==> src/rtl/qpsk_sym_mixer.sv <==
// QPSK symbol mixer: pairs serial bits into +/-1 I/Q symbols and forms
// mod_out = sI*carrier_I + sQ*carrier_Q through a two-stage pipeline.
module qpsk_sym_mixer #(
    parameter int SPS = 64,
    parameter int DW  = 16
) (
    input  logic                 clk_fs,
    input  logic                 rst,
    input  logic                 bit_in,
    input  logic                 bit_valid,
    output logic                 bit_ready,
    input  logic signed [DW-1:0] carrier_I,
    input  logic signed [DW-1:0] carrier_Q,
    output logic signed [DW:0]   mod_out,
    output logic                 mod_valid,
    output logic                 sym_strobe,
    output logic                 underrun
);

    localparam int            CW       = $clog2(SPS);
    localparam logic [CW-1:0] CNT_LAST = CW'(SPS - 1);

    typedef enum logic {IDLE, RUN} state_t;

    // Sign application: bit 0 keeps the sample, bit 1 negates it. The most
    // negative sample cannot be negated within DW bits, so it saturates to the
    // most positive one; this keeps the sum range inside DW+1 bits.
    function automatic logic signed [DW:0] apply_sym(input logic neg,
                                                     input logic signed [DW-1:0] x);
        logic signed [DW:0] ext;
        ext = {x[DW-1], x};
        if (!neg) begin
            return ext;
        end
        if (x == {1'b1, {(DW-1){1'b0}}}) begin
            return {2'b00, {(DW-1){1'b1}}};
        end
        return -ext;
    endfunction

    state_t             state_q, state_d;
    logic [CW-1:0]      cnt_q, cnt_d;
    logic [1:0]         pcnt_q, pcnt_d;
    logic [1:0]         pbuf_q, pbuf_d;     // [0] = I bit, [1] = Q bit
    logic [1:0]         sym_q, sym_d;       // [0] = I sign, [1] = Q sign
    logic               bit_ready_q, bit_ready_d;
    logic               strobe_q, strobe_d;
    logic               underrun_q, underrun_d;
    logic               consume;

    logic signed [DW:0] term_i_p1_q, term_i_p1_d;
    logic signed [DW:0] term_q_p1_q, term_q_p1_d;
    logic               vld_p1_q, vld_p1_d;
    logic signed [DW:0] mod_p2_q, mod_p2_d;
    logic               vld_p2_q, vld_p2_d;

    // Symbol FSM, pair buffer and bit intake; a bit arriving while the pair is
    // consumed lands in the freshly emptied buffer.
    always_comb begin
        state_d    = state_q;
        cnt_d      = cnt_q;
        sym_d      = sym_q;
        pcnt_d     = pcnt_q;
        pbuf_d     = pbuf_q;
        strobe_d   = 1'b0;
        underrun_d = 1'b0;
        consume    = 1'b0;
        case (state_q)
            IDLE: begin
                if (pcnt_q == 2'd2) begin
                    consume = 1'b1;
                    state_d = RUN;
                    cnt_d   = '0;
                end
            end
            RUN: begin
                if (cnt_q == CNT_LAST) begin
                    cnt_d = '0;
                    if (pcnt_q == 2'd2) begin
                        consume = 1'b1;
                    end else begin
                        underrun_d = 1'b1;
                        state_d    = IDLE;
                    end
                end else begin
                    cnt_d = cnt_q + 1'b1;
                end
            end
            default: state_d = IDLE;
        endcase
        if (consume) begin
            sym_d    = pbuf_q;
            strobe_d = 1'b1;
            pcnt_d   = 2'd0;
        end
        if (bit_valid && bit_ready_q) begin
            if (pcnt_d == 2'd0) begin
                pbuf_d[0] = bit_in;
                pcnt_d    = 2'd1;
            end else begin
                pbuf_d[1] = bit_in;
                pcnt_d    = 2'd2;
            end
        end
        bit_ready_d = (pcnt_d != 2'd2);
    end

    // Control registers
    always_ff @(posedge clk_fs or posedge rst) begin
        if (rst) begin
            state_q     <= IDLE;
            cnt_q       <= '0;
            pcnt_q      <= 2'd0;
            pbuf_q      <= 2'b00;
            sym_q       <= 2'b00;
            bit_ready_q <= 1'b0;
            strobe_q    <= 1'b0;
            underrun_q  <= 1'b0;
        end else begin
            state_q     <= state_d;
            cnt_q       <= cnt_d;
            pcnt_q      <= pcnt_d;
            pbuf_q      <= pbuf_d;
            sym_q       <= sym_d;
            bit_ready_q <= bit_ready_d;
            strobe_q    <= strobe_d;
            underrun_q  <= underrun_d;
        end
    end

    // Datapath next values: signed terms (zero outside RUN), then their sum
    always_comb begin
        term_i_p1_d = '0;
        term_q_p1_d = '0;
        if (state_q == RUN) begin
            term_i_p1_d = apply_sym(sym_q[0], carrier_I);
            term_q_p1_d = apply_sym(sym_q[1], carrier_Q);
        end
        vld_p1_d = (state_q == RUN);
        mod_p2_d = term_i_p1_q + term_q_p1_q;
        vld_p2_d = vld_p1_q;
    end

    // Stage 1 -> stage 2 pipeline registers
    always_ff @(posedge clk_fs or posedge rst) begin
        if (rst) begin
            term_i_p1_q <= '0;
            term_q_p1_q <= '0;
            vld_p1_q    <= 1'b0;
            mod_p2_q    <= '0;
            vld_p2_q    <= 1'b0;
        end else begin
            term_i_p1_q <= term_i_p1_d;
            term_q_p1_q <= term_q_p1_d;
            vld_p1_q    <= vld_p1_d;
            mod_p2_q    <= mod_p2_d;
            vld_p2_q    <= vld_p2_d;
        end
    end

    assign bit_ready  = bit_ready_q;
    assign mod_out    = mod_p2_q;
    assign mod_valid  = vld_p2_q;
    assign sym_strobe = strobe_q;
    assign underrun   = underrun_q;

endmodule

==> config.mk <==
export PLATFORM = sky130hd
export DESIGN_NAME = qpsk_sym_mixer
export DESIGN_NICKNAME = d
export VERILOG_FILES = /design/src/rtl/qpsk_sym_mixer.sv
export SDC_FILE = /design/constraint.sdc
export NUM_CORES = 1
export LEC_CHECK = 0
export BUFFER_PORTS_ARGS = -buffer_cell sky130_fd_sc_hd__buf_2
export CORE_ASPECT_RATIO = 0.75
export CORE_MARGIN = 1
export CORE_UTILIZATION = 61
export DETAILED_ROUTE_END_ITERATION = 12
export GPL_ROUTABILITY_DRIVEN = 0
export PLACE_DENSITY = 0.9
export SYNTH_ARGS = -nofsm -noshare
export SYNTH_HDL_FRONTEND = slang
export SYNTH_SLANG_ARGS = --single-unit
export TNS_END_PERCENT = 5
==> constraint.sdc <==
create_clock -name clk_fs -period 7.46 [get_ports clk_fs]
set_input_delay 1.119 -clock clk_fs [delete_from_list [all_inputs] [get_ports clk_fs]]
set_output_delay 1.119 -clock clk_fs [all_outputs]
set_load 0.02 [all_outputs]
==> out/metrics.yaml <==
setup_ws_ns: 4.42
worstPathCellList: "buf_2, or3_4, or3b_4, or3_4, or4_1, and3_1, nor3_1"
p_leak_nw: 1.94
syn_inst: 388
cts_buffer_depth: 2
async_reset_ff_frac: 1.00
skew_ns: 0.0143
clk_pin_slew_ns: 0.07
clk_latency_ns: 0.35
cp_common_cell: "or3_4"
area_growth_pct: 13.6
synth_enable_flop_cells: 0
whs_endpoint: "mod_valid"
fill_cells: 440
die_h_um: 70.0
crit_path_start_kind: "primary input"
synth_top_cells_by_count: "69 x dfrtp_1, 38 x nand2_1, 32 x o21ai_0, 23 x nor2_1"
wl_per_cell_um: 15.3
peakVddDrop_v: 0.000117
final_cells: 527
grt_usage: 0.272
slew_violations: 0
holdBufCountCts: 0
dp.cells: 511
pre_cts_ws_ns: 4.10
worstHoldStart: "vld_p1_q"
cts_sinks: 69
period_share: 0.407
total_power_w: 0.000881
status: "finished, final reports clean"
portBuffers: 56
critPathCaptureType: "flip-flop"
worstMarginPinSlew_ns: 1.16
critical_path_required_ns: 7.72
yosysSeqAreaShare: 0.459
synth_cell_type_count: 49
yosysTopAreaCell: "dfrtp_1"
seq_area_mm2: 0.00173
cts_buffers: 9
cpPeakStageDelay_ns: 0.44
post-cts-setup-buffers: 0
syn_area_mm2: 0.00376
max_freq_mhz: 329
synth_fp_nets: 444
io_pins: 57
grt_overflow: 0
antenna_found_initial: 0
r2r_start: "term_i_p1_q[0]"
slew_headroom: 0.225
dr.pass1.iters: 5
fin_crit_ns: 3.04
drtIter0Drc: 203
cts_tree: "yes"
dp_hpwl_um: 5780
tns_ns: 0
crit_path_max_fanout: 6
fp.dieW_um: 92.7
ctsHtreeMaxLevel: 3
cp_slowest_cell: "or3b_4"
core_area_mm2: 0.00589
grt_pass1_vias: 2886
dieArea_mm2: 0.00649
detail-route-antenna-nets: 0
synth.area.top_cells: "dfrtp_1 46%, ha_1 6.3%, a21boi_0 4.4%, o21ai_0 4.3%, nand2_1 3.8%"
crit_type: "in -> reg"
hold_viol_final: 0
vias: 3104
start_util: 0.639
clock-root-buffer: "clkbuf_8"
grt_max_degree: 70
drive_above_1_share: 0.180
synth-seq-cells: 69
yosysWarnings: 0
remaining_drc_errors: 0
holdPathStages: 0
grt_pass1_wl_um: 13500
power_density_mw_per_mm2: 206
rows: 24
viasPerCell: 5.89
utilization: 0.726
synthMostInstantiatedCell: "dfrtp_1"
synth_ff_type: "dfrtp_1"
hp-class: "reg -> reg"
r2r_cells: 8
r2r_end: "mod_out[16]"
syn_avg_cell_area_um2: 9.70
worst-r2r-setup-slack_ns: 4.61
maxCapViolCount: 0
cts-resized-gates: 0
synth_top_area_frac: 0.459
rsz0062_at_grt: "false"
finalNetCount: 500
arrival_ns: 3.30
drt-total-wl_um: 8050
setup_viol: 0
diodes: 0
multi_input_area_mm2: 0.00196
## state kept, by name (all words and copies together), names as in the netlist
signal and cells:
underrun 1, pbuf_q 2, vld_p1_q 1, cnt_q 6, mod_out 17, term_i_p1_q 17
sym_strobe 1, mod_valid 1, bit_ready 1, pcnt_q 2, sym_q 2, term_q_p1_q 17
state_q 1
## metal layers
metal,vias to the layer above,global-route usage,routed length [µm]
met5,-,0,0
met4,0,0.0650,106
met3,13,0.0948,690
met2,148,0.421,3720
met1,1424,0.370,3530
li1,1519,-,-
## stage by stage
stage	cell area [µm²]	hold slack (ns)
6_report	4270	0.366
5_1_grt	4270	0.369
4_1_cts	4270	0.368
2_1_floorplan	3760	0.331
3_5_place_dp	4100	0.353
3_3_place_gp	4100	0.332
## worst max-delay path, delay by kind of cell
kind,cells,cell delay [ns]
simple gates,6,2.05
buf+inv,1,0.12
## area by class of cell
cell class,count,area share
Inverter,8,0.00703
Clock inverter,3,0.00498
Sequential cell,69,0.404
Timing Repair Buffer,57,0.0673
Clock buffer,13,0.0348
Tap cell,78,0.0228
Multi-Input combinational cell,299,0.459
## placed cells by master (no fill, tap or decap), drive strengths merged, types with 3 or more instances in the layout
cell	instances
nor2b	8
nand2b	6
mux2i	3
clkbuf	13
nor2	23
a21oi	22
dfrtp	69
xnor2	10
nand4	3
a21o	7
nor3	12
mux2	3
or4	5
nor4	4
o21ai	32
and3	6
inv	8
ha	19
buf	57
a21boi	22
o31ai	5
xor2	16
nand2	38
or3	8
o21a	5
nand3	14
## logic make-up after synthesis
group | synth area share
AND/OR/NAND/NOR | 0.179
AO/OA/AOI/OAI | 0.196
flip-flops | 0.459
XOR/XNOR | 0.0605
buffers and inverters | 0.0199
adder cells (fa/ha/maj) | 0.0685
multiplexers | 0.0170
## how the worst max path moves through the flow
stage	startpoint	end	slack, ns	cells past startpoint
2_1_floorplan	carrier_I[3]	term_i_p1_q[14]	4.32	6
5_1_grt	term_i_p1_q[0]	mod_out[16]	4.34	8
4_1_cts	carrier_I[3]	term_i_p1_q[14]	4.46	7
3_3_place_gp	carrier_I[3]	term_i_p1_q[14]	4.14	7
6_report	carrier_I[3]	term_i_p1_q[14]	4.42	7
3_5_place_dp	carrier_I[3]	term_i_p1_q[14]	4.10	7
## where the power goes
| group | internal (W) | switching (W) | total, W |
|---|---|---|---|
| registers | 0.000414 | 0.0000190 | 0.000433 |
| clock network | 0.000130 | 0.000134 | 0.000264 |
| logic | 0.0000709 | 0.000113 | 0.000183 |
(Power assumes the default switching activity.)
